<file path="src/rtl/me_pkg.sv">
// Shared types and default widths for the motion-estimation frame scheduler.
package me_pkg;

  function automatic int me_clog2_min1(input int n);
    return (n > 1) ? $clog2(n) : 1;
  endfunction

  localparam int ME_NUM_BLOCKS      = 4;
  localparam int ME_DIST_W          = 8;
  localparam int ME_MV_W            = 4;
  localparam int ME_SETTLE_CYCLES   = 2;
  localparam int ME_TIMEOUT_CYCLES  = 4096;
  localparam int ME_IDX_W           = me_clog2_min1(ME_NUM_BLOCKS);

  typedef enum logic [2:0] {IDLE, SETTLE, RUN, EMIT, DONE} me_state_t;

  // Result record at the default widths.
  typedef struct packed {
    logic [ME_IDX_W-1:0]  blk;
    logic [ME_DIST_W-1:0] distance;
    logic [ME_MV_W-1:0]   mvx;
    logic [ME_MV_W-1:0]   mvy;
    logic                 timeout;
  } me_result_t;

endpackage

</file>
<file path="src/rtl/me_watchdog.sv">
// Loadable down-counter used for both the settle delay and the RUN watchdog.
module me_watchdog #(
  parameter int CNT_W = 12
) (
  input  logic             clock,
  input  logic             reset,
  input  logic             i_clear,
  input  logic             i_load,
  input  logic [CNT_W-1:0] i_load_val,
  input  logic             i_en,
  output logic             o_expire
);

  logic [CNT_W-1:0] r_cnt;

  // NOTE: sequential state uses non-blocking assignments so every flop samples pre-edge values.
  always_ff @(posedge clock or posedge reset) begin
    if (reset) begin
      r_cnt <= '0;
    end else if (i_clear) begin
      r_cnt <= '0;
    end else if (i_load) begin
      r_cnt <= i_load_val;
    end else if (i_en && (r_cnt != '0)) begin
      r_cnt <= r_cnt - CNT_W'(1);
    end
  end

  assign o_expire = (r_cnt == '0);

endmodule

</file>
<file path="src/rtl/me_block_scheduler.sv">
// Frame sequencer: walks NUM_BLOCKS macroblocks through the ME core and
// returns one result per block on a valid/ready port.
module me_block_scheduler
  import me_pkg::*;
#(
  parameter int NUM_BLOCKS     = ME_NUM_BLOCKS,
  parameter int DIST_W         = ME_DIST_W,
  parameter int MV_W           = ME_MV_W,
  parameter int SETTLE_CYCLES  = ME_SETTLE_CYCLES,
  parameter int TIMEOUT_CYCLES = ME_TIMEOUT_CYCLES
) (
  input  logic                                     clock,
  input  logic                                     reset,
  input  logic                                     frame_start,
  output logic                                     frame_busy,
  output logic                                     frame_done,
  output logic [me_clog2_min1(NUM_BLOCKS)-1:0]     bank_sel,
  output logic                                     me_start,
  input  logic                                     me_completed,
  input  logic [DIST_W-1:0]                        me_distance,
  input  logic [MV_W-1:0]                          me_mvx,
  input  logic [MV_W-1:0]                          me_mvy,
  output logic                                     res_valid,
  input  logic                                     res_ready,
  output logic [me_clog2_min1(NUM_BLOCKS)-1:0]     res_blk,
  output logic [DIST_W-1:0]                        res_distance,
  output logic [MV_W-1:0]                          res_mvx,
  output logic [MV_W-1:0]                          res_mvy,
  output logic                                     res_timeout,
  output logic [DIST_W+me_clog2_min1(NUM_BLOCKS):0] frame_sum,
  output logic                                     err_sticky
);

  localparam int IDX_W   = me_clog2_min1(NUM_BLOCKS);
  localparam int SUM_W   = DIST_W + IDX_W + 1;
  localparam int CNT_MAX = (TIMEOUT_CYCLES > SETTLE_CYCLES) ? TIMEOUT_CYCLES - 1 : SETTLE_CYCLES - 1;
  localparam int CNT_W   = me_clog2_min1(CNT_MAX + 1);

  typedef struct packed {
    logic [IDX_W-1:0]  blk;
    logic [DIST_W-1:0] distance;
    logic [MV_W-1:0]   mvx;
    logic [MV_W-1:0]   mvy;
    logic              timeout;
  } res_t;

  me_state_t         r_state, w_state_nxt;
  logic [IDX_W-1:0]  r_idx;
  logic [SUM_W-1:0]  r_sum;
  res_t              r_res;
  logic              r_err;
  logic              r_completed;
  logic [DIST_W-1:0] r_core_dist;
  logic [MV_W-1:0]   r_core_mvx, r_core_mvy;

  logic              w_wd_clear, w_wd_load, w_wd_en, w_wd_expire;
  logic [CNT_W-1:0]  w_wd_load_val;
  logic              w_frame_go, w_cap_ok, w_cap_to, w_accept, w_last;

  assign w_last = (r_idx == IDX_W'(NUM_BLOCKS - 1));

  me_watchdog #(.CNT_W(CNT_W)) u_watchdog (
    .clock      (clock),
    .reset      (reset),
    .i_clear    (w_wd_clear),
    .i_load     (w_wd_load),
    .i_load_val (w_wd_load_val),
    .i_en       (w_wd_en),
    .o_expire   (w_wd_expire)
  );

  always_ff @(posedge clock or posedge reset) begin
    if (reset) r_state <= IDLE;
    else       r_state <= w_state_nxt;
  end

  // NOTE: every signal written here gets a default first, so no path can infer a latch.
  always_comb begin
    w_state_nxt   = r_state;
    w_wd_clear    = 1'b0;
    w_wd_load     = 1'b0;
    w_wd_load_val = '0;
    w_wd_en       = 1'b0;
    w_frame_go    = 1'b0;
    w_cap_ok      = 1'b0;
    w_cap_to      = 1'b0;
    w_accept      = 1'b0;
    case (r_state)
      IDLE: if (frame_start) begin
        w_frame_go    = 1'b1;
        w_wd_load     = 1'b1;
        w_wd_load_val = CNT_W'(SETTLE_CYCLES - 1);
        w_state_nxt   = SETTLE;
      end
      SETTLE: if (w_wd_expire) begin
        w_wd_load     = 1'b1;
        w_wd_load_val = CNT_W'(TIMEOUT_CYCLES - 1);
        w_state_nxt   = RUN;
      end else begin
        w_wd_en = 1'b1;
      end
      // Completion is checked first so it wins over a same-cycle expiry.
      RUN: if (r_completed) begin
        w_cap_ok    = 1'b1;
        w_wd_clear  = 1'b1;
        w_state_nxt = EMIT;
      end else if (w_wd_expire) begin
        w_cap_to    = 1'b1;
        w_state_nxt = EMIT;
      end else begin
        w_wd_en = 1'b1;
      end
      EMIT: if (res_ready) begin
        w_accept = 1'b1;
        if (w_last) begin
          w_state_nxt = DONE;
        end else begin
          w_wd_load     = 1'b1;
          w_wd_load_val = CNT_W'(SETTLE_CYCLES - 1);
          w_state_nxt   = SETTLE;
        end
      end
      DONE:    w_state_nxt = IDLE;
      default: w_state_nxt = IDLE;
    endcase
  end

  // NOTE: pure data pipeline registers carry no reset; they are only consumed when r_completed qualifies them.
  always_ff @(posedge clock) begin
    r_core_dist <= me_distance;
    r_core_mvx  <= me_mvx;
    r_core_mvy  <= me_mvy;
  end

  always_ff @(posedge clock or posedge reset) begin
    if (reset) begin
      r_idx       <= '0;
      r_sum       <= '0;
      r_res       <= '0;
      r_err       <= 1'b0;
      r_completed <= 1'b0;
    end else begin
      r_completed <= me_completed && (r_state == RUN);
      if (w_frame_go) begin
        r_idx <= '0;
        r_sum <= '0;
      end
      if (w_cap_ok) begin
        r_res.blk      <= r_idx;
        r_res.distance <= r_core_dist;
        r_res.mvx      <= r_core_mvx;
        r_res.mvy      <= r_core_mvy;
        r_res.timeout  <= 1'b0;
      end
      if (w_cap_to) begin
        r_res.blk      <= r_idx;
        r_res.distance <= '1;
        r_res.mvx      <= '0;
        r_res.mvy      <= '0;
        r_res.timeout  <= 1'b1;
        r_err          <= 1'b1;
      end
      if (w_accept) begin
        r_sum <= r_sum + SUM_W'(r_res.distance);
        if (!w_last) r_idx <= r_idx + IDX_W'(1);
      end
    end
  end

  assign frame_busy   = (r_state == SETTLE) || (r_state == RUN) || (r_state == EMIT);
  assign frame_done   = (r_state == DONE);
  assign me_start     = (r_state == RUN);
  assign res_valid    = (r_state == EMIT);
  assign bank_sel     = r_idx;
  assign res_blk      = r_res.blk;
  assign res_distance = r_res.distance;
  assign res_mvx      = r_res.mvx;
  assign res_mvy      = r_res.mvy;
  assign res_timeout  = r_res.timeout;
  assign frame_sum    = r_sum;
  assign err_sticky   = r_err;

endmodule
</file>
<file path="config.mk">
export PLATFORM = sky130hd
export DESIGN_NAME = me_block_scheduler
export DESIGN_NICKNAME = d
export VERILOG_FILES = /design/src/rtl/me_pkg.sv /design/src/rtl/me_watchdog.sv /design/src/rtl/me_block_scheduler.sv
export SDC_FILE = /design/constraint.sdc
export NUM_CORES = 1
export LEC_CHECK = 0
export ABC_AREA = 1
export CORE_ASPECT_RATIO = 0.9
export CORE_UTILIZATION = 44
export CTS_BUF_LIST = sky130_fd_sc_hd__clkbuf_4 sky130_fd_sc_hd__clkbuf_8
export DETAILED_ROUTE_END_ITERATION = 10
export GPL_TIMING_DRIVEN = 0
export HOLD_SLACK_MARGIN = 0.08
export PLACE_DENSITY = 0.81
export REMOVE_ABC_BUFFERS = 1
export SLEW_MARGIN = 25
export SYNTH_ARGS = -nofsm -noshare
export SYNTH_HDL_FRONTEND = slang
export SYNTH_SLANG_ARGS = --single-unit
</file>
<file path="constraint.sdc">
create_clock -name clock -period 2 [get_ports clock]
set_input_delay 0.3 -clock clock [delete_from_list [all_inputs] [get_ports clock]]
set_output_delay 0.3 -clock clock [all_outputs]
set_load 0.03 [all_outputs]
</file>
# ---- Yosys cells after proc, flatten, opt, wreduce, memory -nomap -nowiden
# Index checks and enable logic that the tools add are counted.
dict set report word_totals {
  input_bits 21
  reg_bits 65
  word_cells 74
}
dict set report op_classes {
  add_sub_neg 3
  n_eq_ne 9
  muxes 37
  reduce_logical 11
}
# operator n
set ops {}
lappend ops {{2-to-1 mux 12 bit} 4}
lappend ops {{2-to-1 mux 19 bit} 2}
lappend ops {{one-hot mux 12 bit (3 select lines)} 1}
lappend ops {{2-to-1 mux 11 bit} 2}
lappend ops {{2-to-1 mux 3 bit} 6}
lappend ops {{2-to-1 mux 1 bit} 16}
lappend ops {{zero test 12 bit} 1}
lappend ops {{one-hot mux 3 bit (4 select lines)} 1}
lappend ops {{nonzero test 12 bit} 1}
lappend ops {{subtractor 12 x 1 -> 12 bit, second input constant} 1}
lappend ops {{adder 11 x 8 -> 11 bit} 1}
lappend ops {{equality test 3 x 2 -> 1 bit, second input constant} 2}
lappend ops {{2-to-1 mux 2 bit} 3}
lappend ops {{inequality test 2 x 1 -> 1 bit, second input constant} 2}
lappend ops {{AND reduction 4 bit} 1}
lappend ops {{nonzero test 2 bit} 2}
lappend ops {{equality test 3 x 1 -> 1 bit, second input constant} 1}
lappend ops {{equality test 3 bit, second input constant} 1}
lappend ops {{zero test 3 bit} 1}
lappend ops {{inequality test 3 x 1 -> 1 bit, second input constant} 1}
lappend ops {{one-hot mux 1 bit (3 select lines)} 1}
lappend ops {{nonzero test 3 bit} 1}
lappend ops {{adder 2 x 1 -> 2 bit, second input constant} 1}
lappend ops {{equality test 2 bit, second input constant} 1}
lappend ops {{4 further kinds} 6}

# ---- Logic depth before layout (Yosys ltp)
# Gate-level depths: netlist of the first run.
dict set report depth {
  depth_word 8
  ltp_mapped 12
}

# ---- Cells and area by module
# Synthesis of the first run repeated with hierarchy kept, for this count alone.
dict set report unflattened {
  hier_cells 417
  hier_area_um2 3260.6
}
# mod area_per_inst_um2 cells_per_inst n_inst
set modules_own_cells {}
lappend modules_own_cells {me_block_scheduler 2326.0 278 1}
lappend modules_own_cells {me_watchdog 934.6 139 1}

# ---- Worst setup path before layout of the first run
# Ideal clock, no wire load.
dict set report synth_timing {
  path_kind {reg-to-reg}
  from {register r_sum[0] (netlist: frame_sum[0])}
  to {register r_sum[10] (netlist: frame_sum[10])}
  arrival_ps 1752
  path_stages_with_launch 12
  setup_slack_ps 135
  required_time_ps 1887
  setup_time_ps 113
  cell_sequence {dfrtp_1 -> ha_1 -> inv_1 -> fa_1 -> nor2_1 -> nand2_1 -> nand2_1 -> nand2_1 -> nand2_1 -> nand4_1 -> nand2_1 -> inv_1}
}
dict set report synth_between {
  elab_chain_cells 2
}
# item line_no
set synth_rtl {}
lappend synth_rtl {{from (decl)} me_block_scheduler.sv:49} ;# logic [SUM_W-1:0] r_sum;
lappend synth_rtl {{from (signal assigned)} me_block_scheduler.sv:164} ;# r_sum <= r_sum + SUM_W'(r_res.distance);
lappend synth_rtl {{adder 11 x 8 -> 11 bit} me_block_scheduler.sv:164}
lappend synth_rtl {{2-to-1 mux 11 bit} me_block_scheduler.sv:163} ;# if (w_accept) begin
# Every way passes these cells.
# A chain may end at the register's enable or synchronous reset.

# ---- Worst setup path after layout of the first run
dict set report layout_timing {
  from {register r_state[2]}
  to {output port me_start}
}
dict set report layout_between {
  elab_chain_cells 1
}
# item line_no
set layout_rtl {}
lappend layout_rtl {{from (decl)} me_block_scheduler.sv:47} ;# me_state_t r_state, w_state_nxt;
lappend layout_rtl {{from (signal assigned)} me_block_scheduler.sv:74} ;# else r_state <= w_state_nxt;
lappend layout_rtl {{equality test 3 x 2 -> 1 bit} me_block_scheduler.sv:172} ;# assign me_start = (r_state == RUN);
lappend layout_rtl {{to (decl)} me_block_scheduler.sv:18} ;# output logic me_start,
# Every way passes these cells.

==> flow_summary.ini, run 1 <==
[place]
place_ws_ps = -285
gp_congestion = 0.869
hpwlAfterDp_microns = 5030
numPortBuffers = 57

[power_and_ir_drop]
ir_drop_uv = 973
p_leak_nw = 2.11
p_per_area_nw_per_um2 = 1690

[yosys]
synthSimpleGateAreaFrac = 0.324
syn_avg_cell_area_sq_um = 7.78
synth_cell_types = 31
netlist_instances = 404
ys_warn_count = 0
synth_xor_area_frac = 0.0223
syn_area_sq_um = 3140
ys_seq_area_frac = 0.492
synth_seq_cells = 65
async_reset_ff_frac = 0.754
synth_fa_ha_area_frac = 0.0502
ys_top_cells_by_area = dfrtp_1 (39%), nand2_1 (19%), dfxtp_1 (10%)
synth-edff-count = 0
synth_top_area_frac = 0.390
synth_top_family_by_area = simple AND/OR/NAND/NOR gates
synth_compound_area_frac = 0.0422
ys.flop_type = dfrtp_1
yosys.area.top_type = dfrtp_1
synth.area.mux_share = 0

[cts]
cts_max_path_buffers = 2
root_buffer = clkbuf_8
htreeDepth = 3
clkSinkCount = 65
cts_buffers = 9
clock_latency_ps = 360
path_clk_slew_ps = 80
cts_tree = yes

[timing]
hold_viol_final = 0
clock_skew_ps = 11.3
finalMaxSlewViolations = 0
fin_ws_ps = 70.8
setup_violations = 0
relSlewSlack = 0.654
rsz0062_at_grt = yes
period_needed_ps = 1930
worst_slew_pin_slew_ps = 517
fin_tns_setup_ps = 0
clock.fmax_mhz = 518
hold_slack_ps = 270
fin_crit_sh = 0.965

[worst_setup_path]
path_delay_family = buffers and inverters
worstPathArrival_ps = 1630
critical_path_class = reg2out
rr_worst_depth = 9
cpPeakStageDelay_ps = 430
setup.worst_path.start_class = flip-flop
r2r_setup_slack_ps = 110
reg2reg_to = res_mvy[3]
crit_slowest_cell = dlygate4sd2_1
path_buf_inv = 2
path_cells = inv_2, nand2_2, nor2_4, dlygate4sd2_1
reg2reg_from = r_state[2]
path_max_fanout = 6
end_kind = output port
required_ps = 1700

[outcome]
status = complete, no violations

[layout]
final_core_util = 0.609
syn2layout_area_growth_pct = 30.3
drive_above_1_share = 0.104
nets = 507
antenna_cells = 0

[global_route]
grt_pass1_vias = 2644
grt_pass1_wl_microns = 12300
grt.total_usage = 0.214
grt_antenna_before_repair = 0
grt_max_degree = 31
overflow = 0

[routing]
via_per_inst = 4.86
wl_met2_microns = 3640
top_layer = met4
wl_met1_microns = 3350
drc = 0
routedWlPerCell_microns = 13.1
first_iter_violations = 140
ant_nets = 0
vias = 2764
met3_length_microns = 338
drt_first_pass_iters = 4
wirelength_microns = 7440

[floorplan]
fp.dieH_microns = 82.2
io_pins = 58
num_rows = 28
start_util = 0.467
coreArea_sq_um = 6730
die_x_microns = 91.1
dieArea_sq_um = 7480

[hold_path]
hp-class = in2async

[flow_run]
drv_cap = 0
==> per-layer routing <==
layer / track usage / vias to the layer above
met1: 0.253 / 1302
met5: 0 / -
met3: 0.0467 / 14
li1: - / 1394
met4: 0.0937 / 0
met2: 0.383 / 54
==> worst reg2reg max path, stage by stage, from the launching register on <==
cell,delay (ps)
dfrtp_1,410
inv_2,120
nand2_2,120
nor2_4,190
nand2_2,340
clkinvlp_4,210
buf_4,190
buf_4,140
nand2_1,50
nand2_1,60
==> logic make-up (layout without fill, tap and decap cells) <==
group / Yosys count / in the layout
simple gates: 243 / 245
flops: 65 / 65
buf+inv: 52 / 125
compound gates: 24 / 24
fa+ha+maj: 12 / 12
xor+xnor: 8 / 8
==> timing repair <==
action | CTS | global route
pin swaps | 1 | 1
setup buffers | 1 | 6
setup endpoints to repair | 36 | 27
hold buffers | 0 | 0
cloned | 1 | 1
resized for setup | 7 | 5
==> stage by stage <==
stage | instance area (sq um) | total power [mW] | instances
finish | 4090 | 6.93 | 569
floorplan | 3090 | 4.45 | 396
global placement | 3770 | 5.45 | 543
CTS | 4020 | 6.83 | 562
global route | 4090 | 7.43 | 569
detailed placement | 3790 | 5.60 | 544
==> cells in the mapped netlist (3+ instances only) <==
library cell  number
inv_1             38
xnor2_1            5
nand4_1            4
a21oi_1            4
nand2_2            6
nand2_1          157
nand3_1           23
nor2_1            40
dfrtp_1           49
xor2_1             3
ha_1              11
dfxtp_1           16
inv_2              4
clkbuf_1           3
o21ai_0           14
nor2_2             5
==> area by class of cell <==
cell class,instances,area [sq um]
fillers,592,2630
well taps,90,113
repair buffers,65,639
multi-input cells,289,1420
clock inverters,6,70.1
clock buffers,10,138
inverters,44,169
flip-flops and latches,65,1550
==> placed cells by master, fill, tap and decap left out, types with 2 or more instances in the layout <==
cell type        count
inv_2                5
nand3b_1             2
buf_4                7
inv_1               36
nand2_1            155
clkbuf_8            10
xor2_1               3
nor2_1              40
nand2_2              8
clkinv_1             2
nor2_4               5
dlygate4sd2_1        3
dfrtp_1             49
clkdlybuf4s50_1     53
o21ai_0             14
o22ai_1              2
nand4_1              5
inv_6                4
ha_1                11
dfxtp_1             16
nor2_2               3
xnor2_1              5
nand3_1             23
a21oi_1              4
nand3_2              2
==> worst max path at each step <==
| stage | from | to | slack [ps] | cells past startpoint |
|---|---|---|---|---|
| 5_1_grt | r_state[2] | res_distance[6] | -30 | 8 |
| 6_report | r_state[2] | me_start | 70 | 4 |
| 3_5_place_dp | u_watchdog.r_cnt[0] | res_blk[1] | -290 | 8 |
| 2_1_floorplan | frame_sum[0] | frame_sum[10] | 130 | 11 |
| 4_1_cts | r_state[2] | res_distance[7] | 40 | 7 |
| 3_3_place_gp | reset | frame_sum[7] | -450 | 2 |
==> flip-flops by register name, indices dropped and copies added, names as in the netlist <==
signal and cells:
u_watchdog.r_cnt 12, frame_sum 11, r_core_dist 8, res_distance 8
r_core_mvx 4, r_core_mvy 4, res_mvx 4, res_mvy 4
r_state 3, bank_sel 2, res_blk 2, err_sticky 1
r_completed 1, res_timeout 1
==> report_power, final <==
part / switching (mW) / internal, mW
combinational: 2.27 / 1.36
clock: 0.561 / 0.624
sequential: 0.390 / 1.73
Note: power is estimated with default switching activity, not from simulation.
==> run 2: changes to the inputs <==
--- a/config.mk
+++ b/config.mk
@@ -6,7 +6,7 @@
 export NUM_CORES = 1
 export LEC_CHECK = 0
 export ABC_AREA = 1
-export CORE_ASPECT_RATIO = 0.9
+export CORE_ASPECT_RATIO = 1.5
 export CORE_UTILIZATION = 44
 export CTS_BUF_LIST = sky130_fd_sc_hd__clkbuf_4 sky130_fd_sc_hd__clkbuf_8
 export DETAILED_ROUTE_END_ITERATION = 10
==> run 2 against run 1 <==
Compared with the run above: cell count shrank 3.2%; die area barely moved; via count grew 2.8%; first-iteration DRC count increased by 68%; the flow now finishes with violations (design-rule violations); combinational power about the same; hold slack improved by 100 ps; critical path depth unchanged; critical endpoint unchanged; register-to-register slack better by 40 ps.
==> flow_summary.ini, run 2 (synthesis gave the netlist of run 1 again) <==
[outcome]
status = complete, but fails checks
violations = design-rule violations

[cts]
path_clk_slew_ps = 80
htreeDepth = 3
root_buffer = clkbuf_8
cts_max_path_buffers = 2
clock_latency_ps = 340
clkSinkCount = 65
hold_buffers = 0
cts_tree = yes
cts_buffers = 9

[timing]
setup_violations = 0
relSlewSlack = 0.578
fin_tns_setup_ps = 0
fin_ws_ps = 125
rsz0062_at_grt = no
clock.fmax_mhz = 533
hold_slack_ps = 370
finalMaxSlewViolations = 0
worst_slew_pin_slew_ps = 634
clock_skew_ps = 10.9
hold_viol_final = 0
period_needed_ps = 1880
fin_crit_sh = 0.938

[hold_path]
hp-class = in2async

[worst_setup_path]
rr_worst_depth = 11
required_ps = 1700
r2r_setup_slack_ps = 150
end_kind = output port
worstPathArrival_ps = 1580
critical_path_class = reg2out
setup.worst_path.start_class = flip-flop
path_max_fanout = 6

[place]
place_inst = 531
hpwlAfterDp_microns = 4920
gp_congestion = 0.861
numPortBuffers = 57
place_ws_ps = -229

[floorplan]
num_rows = 37
fp.dieH_microns = 105
dieArea_sq_um = 7490
coreArea_sq_um = 6900
die_x_microns = 71.0
start_util = 0.455
io_pins = 58

[layout]
drive_above_1_share = 0.0994
largest_reg_flops = 12
instances_no_fill = 551
syn2layout_area_growth_pct = 28.8
nets = 501
antenna_cells = 0
mostFrequentLayoutCell = nand2_1
largest-register = u_watchdog.r_cnt
final_core_util = 0.587
layout_common_cells = nand2_1 (155), clkdlybuf4s50_1 (53), dfrtp_1 (49), nor2_1 (38), inv_1 (35)

[routing]
drt_first_pass_iters = 7
vias = 2841
ant_nets = 0
first_iter_violations = 235
wirelength_microns = 7450
drc = 4
routedWlPerCell_microns = 13.5
via_per_inst = 5.16

[global_route]
grt_antenna_before_repair = 0
grt.total_usage = 0.218
grt_pass1_vias = 2796
overflow = 0
grt_max_degree = 50
grt_pass1_wl_microns = 12500

[power_and_ir_drop]
p_leak_nw = 2.07
p_per_area_nw_per_um2 = 1730
ir_drop_uv = 867

[flow_run]
drv_cap = 0
run 2: cell count changes in the layout (fill, tap and decap cells not counted), moves of 2 or more:
cell        change
buf_4           -5
clkinvlp_4      +2
inv_6           -2
nor2_1          -2
nor2_2          +2
run 2: worst paths after layout:
check | start | end
worst min-delay path | reset | res_distance[7]
worst max-delay path | r_state[2] | me_start
worst max register to register | res_distance[0] | frame_sum[6]
worst min register to register | r_core_mvx[3] | res_mvx[3]
max in group asynchronous | reset | res_mvx[1]
min in group clock | me_distance[3] | r_core_dist[3]
run 2: worst max-delay path: stages (launching register included):
cell and delay (ps):
dfrtp_1 400, inv_2 120, nand2_2 120, nor2_4 180
dlygate4sd2_1 420
run 2: metal layers:
metal / wire (microns) / global-route usage / up-vias / part of all wire
met5: 0 / 0 / - / 0
met1: 2960 / 0.243 / 1364 / 0.40
met4: 194 / 0.119 / 0 / 0.026
met2: 3970 / 0.379 / 78 / 0.53
met3: 330 / 0.0488 / 16 / 0.044
li1: - / - / 1383 / -
run 2: power by group:
part	switching [mW]	total (mW)	internal (mW)
clock	0.562	1.27	0.712
combinational	2.28	3.62	1.34
sequential	0.381	2.11	1.73
run 2: cell type report:
cell class | instances | area (sq um)
clock buffers | 9 | 124
clock inverters | 7 | 101
fillers | 596 | 2850
inverters | 44 | 171
multi-input cells | 289 | 1420
flip-flops and latches | 65 | 1550
well taps | 78 | 97.6
repair buffers | 59 | 582
run 2: through the flow:
step / area (sq um) / power [mW]
final: 4050 / 7.01
after global routing: 4050 / 7.57
after global placement: 3760 / 5.46
after CTS: 4010 / 6.92
after floorplan: 3090 / 4.45
after detailed placement: 3760 / 5.58
run 2: repair_timing:
item	CTS	global route
setup endpoints to repair	36	19
resized for setup	7	8
pin swaps	1	2
cloned	1	1
endpoints found under the hold margin	0	0
setup buffers	1	1
==> run 3: changes to the inputs <==
--- a/config.mk
+++ b/config.mk
@@ -7,12 +7,12 @@
 export LEC_CHECK = 0
 export ABC_AREA = 1
 export CORE_ASPECT_RATIO = 1.5
-export CORE_UTILIZATION = 44
+export CORE_UTILIZATION = 35
 export CTS_BUF_LIST = sky130_fd_sc_hd__clkbuf_4 sky130_fd_sc_hd__clkbuf_8
 export DETAILED_ROUTE_END_ITERATION = 10
 export GPL_TIMING_DRIVEN = 0
 export HOLD_SLACK_MARGIN = 0.08
-export PLACE_DENSITY = 0.81
+export PLACE_DENSITY = 0.69
 export REMOVE_ABC_BUFFERS = 1
 export SLEW_MARGIN = 25
 export SYNTH_ARGS = -nofsm -noshare
==> run 3 against run 2 <==
Compared with the run above: the flow still finishes with violations (design-rule violations); worst setup slack got worse by 57 ps; register-to-register slack got worse by 40 ps; count of clock-buffer cells in the layout unchanged; die area increased by 25%; maximum frequency decreased by 2.9%.
==> flow_summary.ini, run 3 (synthesis gave the netlist of run 1 again) <==
[worst_setup_path]
path_max_fanout = 6
setup.worst_path.start_class = flip-flop
crit_end = me_start
cp-startpoint = r_state[2]
reg2reg_from = r_state[2]
required_ps = 1700
rr_worst_depth = 8
worstPathArrival_ps = 1630
critical_path_class = reg2out
reg2reg_to = res_distance[4]
r2r_setup_slack_ps = 110
end_kind = output port

[routing]
drc = 2
routedWlPerCell_microns = 12.6
vias = 2751
ant_nets = 0
wirelength_microns = 7380
first_iter_violations = 149
drt_first_pass_iters = 7
via_per_inst = 4.69

[timing]
relSlewSlack = 0.586
fin_ws_ps = 68.0
hold_slack_ps = 370
fin_crit_sh = 0.966
finalMaxSlewViolations = 0
worst_slew_pin_slew_ps = 621
clock.fmax_mhz = 518
rsz0062_at_grt = yes
period_needed_ps = 1930
hold_viol_final = 0
setup_violations = 0
clock_skew_ps = 11.7

[power_and_ir_drop]
ir_drop_uv = 702
seqPwrFrac = 0.306
power.internal_mw = 3.72
power.clock.fraction = 0.164
total_power_mw = 6.90
switching_share = 0.461
power_switching_mw = 3.18
p_leak_nw = 2.09
p_per_area_nw_per_um2 = 1690
combPwrFrac = 0.530

[global_route]
grt_max_degree = 50
grt_antenna_before_repair = 0
overflow = 0
grt_pass1_vias = 2711
grt_pass1_wl_microns = 12400
grt.total_usage = 0.175

[layout]
antenna_cells = 0
nets = 504
largest_reg_flops = 12
drive_above_1_share = 0.103
instances_no_fill = 586
layout_common_cells = nand2_1 (155), clkdlybuf4s50_1 (53), dfrtp_1 (49), nor2_1 (38), inv_1 (36)
largest-register = u_watchdog.r_cnt
nFillCells = 861
mostFrequentLayoutCell = nand2_1
syn2layout_area_growth_pct = 30.2

[cts]
root_buffer = clkbuf_8
clkSinkCount = 65
cts_buffers = 9
htreeDepth = 3
cts_tree = yes
path_clk_slew_ps = 80
hold_buffers = 0
cts_max_path_buffers = 2
clock_latency_ps = 360

[floorplan]
coreArea_sq_um = 8780
fp.dieH_microns = 118
num_rows = 42
start_util = 0.358
io_pins = 58
dieArea_sq_um = 9370
die_x_microns = 79.4

[place]
place_inst = 563
place_ws_ps = -295
hpwlAfterDp_microns = 5020
numPortBuffers = 57
gp_congestion = 0.883

[hold_path]
hp-class = in2async

[outcome]
status = complete, but fails checks
violations = design-rule violations

[flow_run]
drv_cap = 0
==> run 3: critical path, cell delays in order, from the launching register on <==
cell           delay (ps)
dfrtp_1               410
inv_2                 130
nand2_2               120
nor2_4                200
dlygate4sd2_1         430
==> run 3: through the flow <==
step                      cell area, sq um   util  setup TNS [ps]
final                                 4090  0.466               0
after CTS                             4010  0.457               0
after global routing                  4090  0.466           -16.7
after floorplan                       3090      -               0
after detailed placement              3800  0.433           -4490
after global placement                3800  0.433          -29040
==> run 3: area by class of cell <==
cell class / instances / area, sq um / share of cell area
repair buffers: 63 / 623 / 0.152
flip-flops and latches: 65 / 1550 / 0.378
inverters: 44 / 171 / 0.0419
multi-input cells: 288 / 1410 / 0.345
clock inverters: 7 / 76.3 / 0.0187
well taps: 110 / 138 / 0.0336
clock buffers: 9 / 124 / 0.0303
==> run 3: what timing repair did <==
action	4_1_cts	5_1_grt
buffers inserted	0	6
endpoints found under the setup margin	36	33
gates cloned	1	0
gates resized for setup	7	5
pin swaps	0	2
==> run 3: per-layer routing <==
| metal | routed length (microns) | track usage | part of all wire | vias to the layer above |
|---|---|---|---|---|
| li1 | - | - | - | 1383 |
| met4 | 113 | 0.0909 | 0.015 | 0 |
| met1 | 3010 | 0.199 | 0.41 | 1282 |
| met5 | 0 | 0 | 0 | - |
| met2 | 3970 | 0.301 | 0.54 | 73 |
| met3 | 281 | 0.0395 | 0.038 | 13 |
==> run 3: power groups by stage <==
stage	logic (mW)	clock network (mW)	registers, mW
global placement	3.36	0	2.12
floorplan	1.88	0	2.57
detailed placement	3.47	0	2.13
CTS	3.51	1.17	2.11
global route	4.08	1.21	2.17
finish	3.66	1.13	2.11
==> run 3: how the worst min path moves through the flow <==
stage | from | to | slack (ps) | cells past startpoint
2_1_floorplan | me_distance[0] | r_core_dist[0] | 330 | 0
3_3_place_gp | r_core_mvx[3] | res_mvx[3] | 410 | 2
3_5_place_dp | r_core_mvy[0] | res_mvy[0] | 420 | 2
4_1_cts | me_mvy[0] | r_core_mvy[0] | 350 | 1
5_1_grt | me_distance[2] | r_core_dist[2] | 370 | 1
6_report | reset | frame_sum[5] | 370 | 2
